--- src/rtl/muldiv_if.sv ---
// Handshake and data bundle between a pipeline (master) and the multiply/divide unit (slave).
interface muldiv_if;
    logic        start;
    logic [1:0]  op;
    logic [31:0] a;
    logic [31:0] b;
    logic        we_hi;
    logic        we_lo;
    logic [31:0] wd;
    logic        busy;
    logic        done;
    logic [31:0] hi;
    logic [31:0] lo;

    modport master (
        output start, op, a, b, we_hi, we_lo, wd,
        input  busy, done, hi, lo
    );

    modport slave (
        input  start, op, a, b, we_hi, we_lo, wd,
        output busy, done, hi, lo
    );
endinterface

--- src/rtl/muldiv_unit.sv ---
// Iterative 32-bit multiply/divide unit with HI/LO result registers.
// Operands are reduced to magnitudes on start, processed for 32 cycles
// (shift-add or restoring shift-subtract), then sign-corrected in FIX.
module muldiv_unit (
    input  logic     clk,
    input  logic     reset,
    muldiv_if.slave  bus
);

    typedef enum logic [1:0] {
        IDLE = 2'd0,
        RUN  = 2'd1,
        FIX  = 2'd2
    } state_t;

    state_t      state_q, state_d;
    logic [5:0]  cnt_q;
    logic        is_div_q;
    logic        sa_q, sb_q;
    logic [31:0] opnd_q;      // multiplicand (mult) or divisor (div), as magnitude
    logic [63:0] acc_q;       // {upper/remainder, multiplier/dividend-quotient}
    logic [31:0] hi_q, lo_q;
    logic        done_q;

    // Operand preparation at start: signed ops take magnitudes, unsigned pass through.
    logic        is_signed_in, sa_in, sb_in;
    logic [31:0] a_mag_in, b_mag_in;

    assign is_signed_in = ~bus.op[0];
    assign sa_in        = is_signed_in & bus.a[31];
    assign sb_in        = is_signed_in & bus.b[31];
    assign a_mag_in     = sa_in ? (32'd0 - bus.a) : bus.a;
    assign b_mag_in     = sb_in ? (32'd0 - bus.b) : bus.b;

    // One shift-add step: conditionally add multiplicand to the upper half, shift right.
    logic [32:0] mul_sum;
    logic [63:0] mul_next;

    assign mul_sum  = {1'b0, acc_q[63:32]} + (acc_q[0] ? {1'b0, opnd_q} : 33'd0);
    assign mul_next = {mul_sum, acc_q[31:1]};

    // One restoring divide step: shift in the next dividend bit, subtract if it fits.
    // The remainder after a successful subtract is below the divisor, so 32 bits hold it.
    logic [32:0] div_part;
    logic        div_ge;
    logic [31:0] div_rem;
    logic [63:0] div_next;

    assign div_part = {acc_q[63:32], acc_q[31]};
    assign div_ge   = (div_part >= {1'b0, opnd_q});
    assign div_rem  = div_ge ? (div_part[31:0] - opnd_q) : div_part[31:0];
    assign div_next = {div_rem, acc_q[30:0], div_ge};

    // Sign correction of the magnitude result; divide by zero forces an all-ones quotient.
    logic [63:0] fix_val;
    logic        neg_res;

    assign neg_res = sa_q ^ sb_q;

    // Final result selection for the FIX stage.
    always_comb begin
        // NOTE: every always_comb output gets a default first so no path can infer a latch.
        fix_val = acc_q;
        if (is_div_q) begin
            fix_val[63:32] = sa_q ? (32'd0 - acc_q[63:32]) : acc_q[63:32];
            if (opnd_q == 32'd0)
                fix_val[31:0] = 32'hFFFF_FFFF;
            else if (neg_res)
                fix_val[31:0] = 32'd0 - acc_q[31:0];
        end else if (neg_res) begin
            fix_val = 64'd0 - acc_q;
        end
    end

    // Next-state logic. FIX spans two cycles: correct the result, then publish it.
    always_comb begin
        state_d = state_q;
        case (state_q)
            IDLE:    if (bus.start)          state_d = RUN;
            RUN:     if (cnt_q == 6'd31)     state_d = FIX;
            FIX:     if (cnt_q == 6'd1)      state_d = IDLE;
            default:                         state_d = IDLE;
        endcase
    end

    // State register with synchronous reset.
    always_ff @(posedge clk) begin
        // NOTE: sequential state uses non-blocking assignments so all registers update together.
        if (reset) state_q <= IDLE;
        else       state_q <= state_d;
    end

    // Datapath, counter and architectural HI/LO registers.
    always_ff @(posedge clk) begin
        if (reset) begin
            cnt_q    <= 6'd0;
            is_div_q <= 1'b0;
            sa_q     <= 1'b0;
            sb_q     <= 1'b0;
            opnd_q   <= 32'd0;
            acc_q    <= 64'd0;
            hi_q     <= 32'd0;
            lo_q     <= 32'd0;
            done_q   <= 1'b0;
        end else begin
            done_q <= 1'b0;
            case (state_q)
                IDLE: begin
                    if (bus.we_hi) hi_q <= bus.wd;
                    if (bus.we_lo) lo_q <= bus.wd;
                    if (bus.start) begin
                        cnt_q    <= 6'd0;
                        is_div_q <= bus.op[1];
                        sa_q     <= sa_in;
                        sb_q     <= sb_in;
                        opnd_q   <= bus.op[1] ? b_mag_in : a_mag_in;
                        acc_q    <= {32'd0, (bus.op[1] ? a_mag_in : b_mag_in)};
                    end
                end
                RUN: begin
                    acc_q <= is_div_q ? div_next : mul_next;
                    cnt_q <= (cnt_q == 6'd31) ? 6'd0 : cnt_q + 6'd1;
                end
                FIX: begin
                    if (cnt_q == 6'd0) begin
                        acc_q <= fix_val;
                        cnt_q <= 6'd1;
                    end else begin
                        hi_q   <= acc_q[63:32];
                        lo_q   <= acc_q[31:0];
                        done_q <= 1'b1;
                        cnt_q  <= 6'd0;
                    end
                end
                default: cnt_q <= 6'd0;
            endcase
        end
    end

    assign bus.busy = (state_q != IDLE);
    assign bus.done = done_q;
    assign bus.hi   = hi_q;
    assign bus.lo   = lo_q;

endmodule

--- src/flat_wrapper.sv ---
// flat-port wrapper written by rule: the top's interface ports become plain ports
module muldiv_unit_flat 
  (clk, reset, bus_start, bus_op, bus_a, bus_b, bus_we_hi, bus_we_lo, bus_wd, bus_busy, bus_done, bus_hi, bus_lo);
  muldiv_if bus_i ();
  input  logic clk;
  input  logic reset;
  input wire logic [$bits(bus_i.start)-1:0] bus_start;
  input wire logic [$bits(bus_i.op)-1:0] bus_op;
  input wire logic [$bits(bus_i.a)-1:0] bus_a;
  input wire logic [$bits(bus_i.b)-1:0] bus_b;
  input wire logic [$bits(bus_i.we_hi)-1:0] bus_we_hi;
  input wire logic [$bits(bus_i.we_lo)-1:0] bus_we_lo;
  input wire logic [$bits(bus_i.wd)-1:0] bus_wd;
  output wire logic [$bits(bus_i.busy)-1:0] bus_busy;
  output wire logic [$bits(bus_i.done)-1:0] bus_done;
  output wire logic [$bits(bus_i.hi)-1:0] bus_hi;
  output wire logic [$bits(bus_i.lo)-1:0] bus_lo;
  assign bus_i.start = bus_start;
  assign bus_i.op = bus_op;
  assign bus_i.a = bus_a;
  assign bus_i.b = bus_b;
  assign bus_i.we_hi = bus_we_hi;
  assign bus_i.we_lo = bus_we_lo;
  assign bus_i.wd = bus_wd;
  assign bus_busy = bus_i.busy;
  assign bus_done = bus_i.done;
  assign bus_hi = bus_i.hi;
  assign bus_lo = bus_i.lo;
  muldiv_unit u_core (.clk(clk), .reset(reset), .bus(bus_i));
endmodule
--- config.mk ---
export PLATFORM = sky130hd
export DESIGN_NAME = muldiv_unit_flat
export DESIGN_NICKNAME = d
export VERILOG_FILES = /design/src/rtl/muldiv_if.sv /design/src/rtl/muldiv_unit.sv /design/src/flat_wrapper.sv
export SDC_FILE = /design/constraint.sdc
export NUM_CORES = 1
export LEC_CHECK = 0
export BUFFER_PORTS_ARGS = -buffer_cell sky130_fd_sc_hd__buf_4
export CORE_ASPECT_RATIO = 2
export CORE_MARGIN = 2
export CORE_UTILIZATION = 40
export CTS_BUF_LIST = sky130_fd_sc_hd__clkbuf_4
export CTS_CLUSTER_SIZE = 10
export DETAILED_ROUTE_END_ITERATION = 10
export PLACE_DENSITY_LB_ADDON = 0.2
export SETUP_SLACK_MARGIN = 0.4
export SYNTH_ARGS = -nofsm -noshare
export SYNTH_HDL_FRONTEND = slang
export SYNTH_SLANG_ARGS = --single-unit
--- constraint.sdc ---
create_clock -name clk -period 6.35 [get_ports clk]
set_input_delay 0.3175 -clock clk [delete_from_list [all_inputs] [get_ports clk]]
set_output_delay 0.3175 -clock clk [all_outputs]
set_load 0.05 [all_outputs]
Yosys cells after proc, flatten, opt, wreduce, memory -nomap -nowiden
Index checks and enable logic that the tools add are counted.
{ "totals": {"word_cells": 82, "input_bits": 103, "regBits": 172, "output_inout_bits": 66} }
{ "classes": {"eq_ne": 14, "n_addsub": 8, "magnitude_cmp": 1, "n_reduce_logical": 13, "bitwise_logic": 5, "mux": 30} }
{ "op_table": {"columns": ["operator", "count"], "rows": [
  ["$mux 32", 13],
  ["$mux 64", 5],
  ["$pmux 64 s3", 1],
  ["$pmux 32 s2", 2],
  ["$sub 1x32->32 const A", 4],
  ["$sub 1x64->64 const A", 1],
  ["$add 32x33->33", 1],
  ["$ge 33x32->1", 1],
  ["$logic_not 32->1", 1],
  ["$sub 32x32->32", 1],
  ["$pmux 6 s3", 1],
  ["$mux 6", 2],
  ["$reduce_and 5->1", 2],
  ["$reduce_and 3->1", 3],
  ["$ne 2x2->1 const B", 4],
  ["$add 6x1->6 const B", 1],
  ["$eq 6x1->1 const B", 1],
  ["$eq 6x5->1 const B", 1],
  ["$logic_not 6->1", 1],
  ["$mux 2", 3],
  ["$ne 2x1->1 const B", 3],
  ["$ne 3x1->1 const B", 2],
  ["$pmux 2 s3", 1],
  ["$reduce_bool 2->1", 2],
  ["other kinds (11)", 14]
]} }

Logic depth before layout (Yosys ltp)
{ "logic_depth": {"depth_word": 6, "depth_mapped": 15, "depth_no_buf": 13} }

Worst setup path before layout
Ideal clock, no wire load.
{ "synth_path": {"kind": "reg-to-reg", "from": "reg u_core.acc_q[0]", "to": "reg u_core.acc_q[62]", "setup_time_ps": 127, "slack_ps": 3138, "arrival_time_ps": 3085, "n_path_buf": 2, "stages_incl_launch_ff": 15, "t_required_ps": 6223, "cell_sequence": "dfxtp_1 > inv_1 > clkbuf_1 > nor2_1 > ha_1 > clkbuf_1 > a31o_2 > a211oi_1 > o21ai_0 > a2111oi_0 > o41ai_1 > a31oi_1 > xor2_1 > nor4b_1 > or3_1"} }
{ "synth_between": {"elab_chain_len": 5} }
{ "synth_rtl": {"columns": ["element", "line", "source"], "rows": [
  ["start: declaration", "muldiv_unit.sv:21", "logic [63:0] acc_q;"],
  ["start signal: assignment", "muldiv_unit.sv:117", "acc_q <= {32'd0, (bus.op[1] ? a_mag_in : b_mag_in)};"],
  ["start signal: assignment", "muldiv_unit.sv:121", "acc_q <= is_div_q ? div_next : mul_next;"],
  ["start signal: assignment", "muldiv_unit.sv:126", "acc_q <= fix_val;"],
  ["$sub 1x64->64", "muldiv_unit.sv:71", "fix_val = 64'd0 - acc_q;"],
  ["$mux 64", "muldiv_unit.sv:70", "end else if (neg_res) begin"],
  ["$mux 64", "muldiv_unit.sv:64", "if (is_div_q) begin"],
  ["$mux 64", "muldiv_unit.sv:125", "if (cnt_q == 6'd0) begin"],
  ["$pmux 64 s3 *", "muldiv_unit.sv:107", "case (state_q)"]
]} }
Mark *: on every way between the ends. The rest lies on a longest branch, timed or not. The select of a mux whose other input is x is not followed.
A chain may end at the register's enable or synchronous reset.

Worst setup path in the final report
Ends and elaborated chain as after synthesis.

==> impl_metrics.tcl <==
set metrics [dict create \
    tightest_slew_ns 1.223 \
    start_kind "register" \
    worstSetupPathType "register to register" \
    crit_top_cell "o21ai_0" \
    via_count 16360 \
    fin_cells 2675 \
    post-place-ws_ns 2.289 \
    slew_headroom 0.1845 \
    status "complete, no violations" \
    synth_area_leader_cell "dfxtp_1" \
    fp.dieH_um 279.5 \
    fin_nets 2377 \
    drive_above_1_share 0.1321 \
    cts_buffers 17 \
    antenna_found_initial 2 \
    wl_per_cell_um 22.83 \
    placedCellCount 2639 \
    clk_pin_slew_ns 0.18 \
    grt_max_degree 82 \
    ys_types 92 \
    std_cell_rows 101 \
    ys_seq_elements 172 \
    fin_crit_sh 0.6424 \
    synthToLayoutAreaGrowth_pct 12.05 \
    die_x_um 141.7 \
    synth_cells 2134 \
    fill_cells 3982 \
    grt_util_all_layers 0.2998 \
    cpPeakStageDelay_ns 0.66 \
    power.density_nw_per_um2 212.8 \
    fp.coreArea_um2 37660 \
    drtIter0Drc 1349 \
    crit_buf_inv 1 \
    cts_setup_buffers 0 \
    synth_edf_count 0 \
    finClkSkew_ns 0.04144 \
    gp_congestion 1.014 \
    ir_drop_mv 0.1119 \
    via_per_inst 6.116 \
    wl_mm 61.08 \
    cp_top_family "compound AO/OA/AOI/OAI gates" \
    htree_levels 4 \
    synthMostInstantiatedCell "a21oi_1" \
    cts.sink_count 172 \
    hold_viol_final 0 \
    synthArstFlopShare 0 \
    crit_path_max_fanout 21 \
    cp-end-kind "register" \
    synthesis.area_um2 15170 \
    avgSynthCellArea_um2 7.111 \
    start_util 0.4030 \
    synth_common_cells "a21oi_1, nor2_1, nand2_1" \
    rsz0062_at_grt "false" \
    grt_first_pass_wirelength_mm 91.32 \
    path_cells "inv_1, nor2_1, ha_1, a211oi_1, o21ai_0, o21ai_0, a21oi_1, or2_2, a31oi_1, xor2_1, nor4b_1, or3_1" \
    ant_nets 0 \
    yosysWarnings 0 \
    synth_area_leaders "dfxtp_1, a21oi_1, nor2_1" \
    synthesis.nets 2313 \
    cts_tree "yes" \
    die_area_um2 39610 \
    dp_hpwl_mm 46.94 \
    ys_seq_area_frac 0.2269 \
    cp_slowest_cell "inv_1" \
    maxCapViolCount 0 \
    synth_ff_type "dfxtp_1" \
    yosys.area.top_type_share 0.2269 \
    drc_errors 0 \
    power.leakage_uw 0.007047 \
    worstSkewPairLatency_ns 0.68 \
    ioPinCount 169 \
    port-buffer-count 168 \
    first_pass_iters 5 \
    grt_pass1_vias 15000 \
    hold_ws_ns 0.05941 \
    finalCriticalPeriod_ns 4.079 \
    hp-class "input port to register" \
    critical_path_required_ns 6.93 \
    finish.utilization 0.4515 \
    slew_viol_final 0 \
    tns_ns 0 \
    reg2reg_slack_ns 2.27 \
    arrival_ns 4.66 \
    grt.overflow.total 0 \
    setup_ws_ns 2.271 \
    clock-root-buffer "clkbuf_4" \
    final-setup-viol-count 0 \
    max_clock_freq_mhz 245.1 \
    clockBufferDepth 2 \
]
worst min-delay path, stage by stage:
cell and delay [ns]:
buf_4 0.10, xnor2_1 0.12, o21ai_0 0.07, o21ai_0 0.07, nor2_1 0.04
layout make-up:
class | instances | area, um2 | area share
Antenna cell | 1 | 2.502 | 0.0001472
Inverter | 72 | 270.3 | 0.01590
Timing Repair Buffer | 194 | 1464 | 0.08610
Clock inverter | 15 | 196.4 | 0.01155
Multi-Input combinational cell | 1741 | 10920 | 0.6421
Tap cell | 463 | 579.3 | 0.03407
Sequential cell | 172 | 3445 | 0.2026
Clock buffer | 17 | 127.6 | 0.007506
final timing paths:
check,from,endpoint,depth (start not counted)
setup reg to reg,u_core.acc_q[0],u_core.acc_q[62],12
setup / recovery,u_core.acc_q[0],u_core.acc_q[62],12
hold / removal,bus_a[24],u_core.opnd_q[24],5
hold reg to reg,u_core.opnd_q[6],u_core.opnd_q[6],2
state kept, by name, summed over array words and instances, names as in the netlist:
name             flops
u_core.acc_q        64
u_core.bus.hi       32
u_core.bus.lo       32
u_core.opnd_q       32
u_core.cnt_q         6
u_core.state_q       2
u_core.bus.done      1
u_core.is_div_q      1
u_core.sa_q          1
u_core.sb_q          1
cells in the final DEF, fill, tap and decap left out, types with 12 or more instances in the layout:
master,count
clkbuf_4,17
and2_1,15
dfxtp_1,171
nor3_1,67
nor4_1,33
nand2b_1,12
nor2b_1,48
inv_1,71
o21ai_0,132
ha_1,73
xnor2_1,70
nand3_1,39
nand2_1,208
a21o_1,26
xor2_1,62
o31ai_1,28
mux2_2,29
nand4_1,13
or3_1,21
buf_4,191
o211ai_1,30
a31oi_1,22
a221oi_1,20
mux2i_1,19
a211oi_1,92
a21oi_1,251
nor2_1,247
or4_1,12
cell families after synthesis:
family | Yosys count | share of synthesized area
flops | 172 | 0.2269
xor+xnor | 132 | 0.07619
mux | 49 | 0.03480
compound gates | 716 | 0.3000
fa+ha+maj | 76 | 0.06365
simple gates | 768 | 0.2423
buf+inv | 221 | 0.05615
what timing repair did:
item,in CTS,in global routing
hold buffers,3,0
gates resized for setup,0,0
hold endpoints to repair,3,0
layer usage:
metal	routed length (um)	GRT usage	up-vias
li1	-	-	7927
met1	25270	0.3783	7598
met2	28420	0.4889	666
met3	3562	0.04034	170
met4	3821	0.1687	0
met5	0	0	-
metrics by stage:
step / total power, uW / cell area (um2)
finish: 3618 / 17000
global route: 3791 / 17000
CTS: 3603 / 17000
detailed placement: 2868 / 16650
global placement: 2868 / 16650
floorplan: 2357 / 15170
power by group:
part | internal [uW] | switching [uW]
sequential | 1190 | 145
combinational | 543 | 1010
clock | 226 | 514
Note: power is estimated with default switching activity, not from simulation.
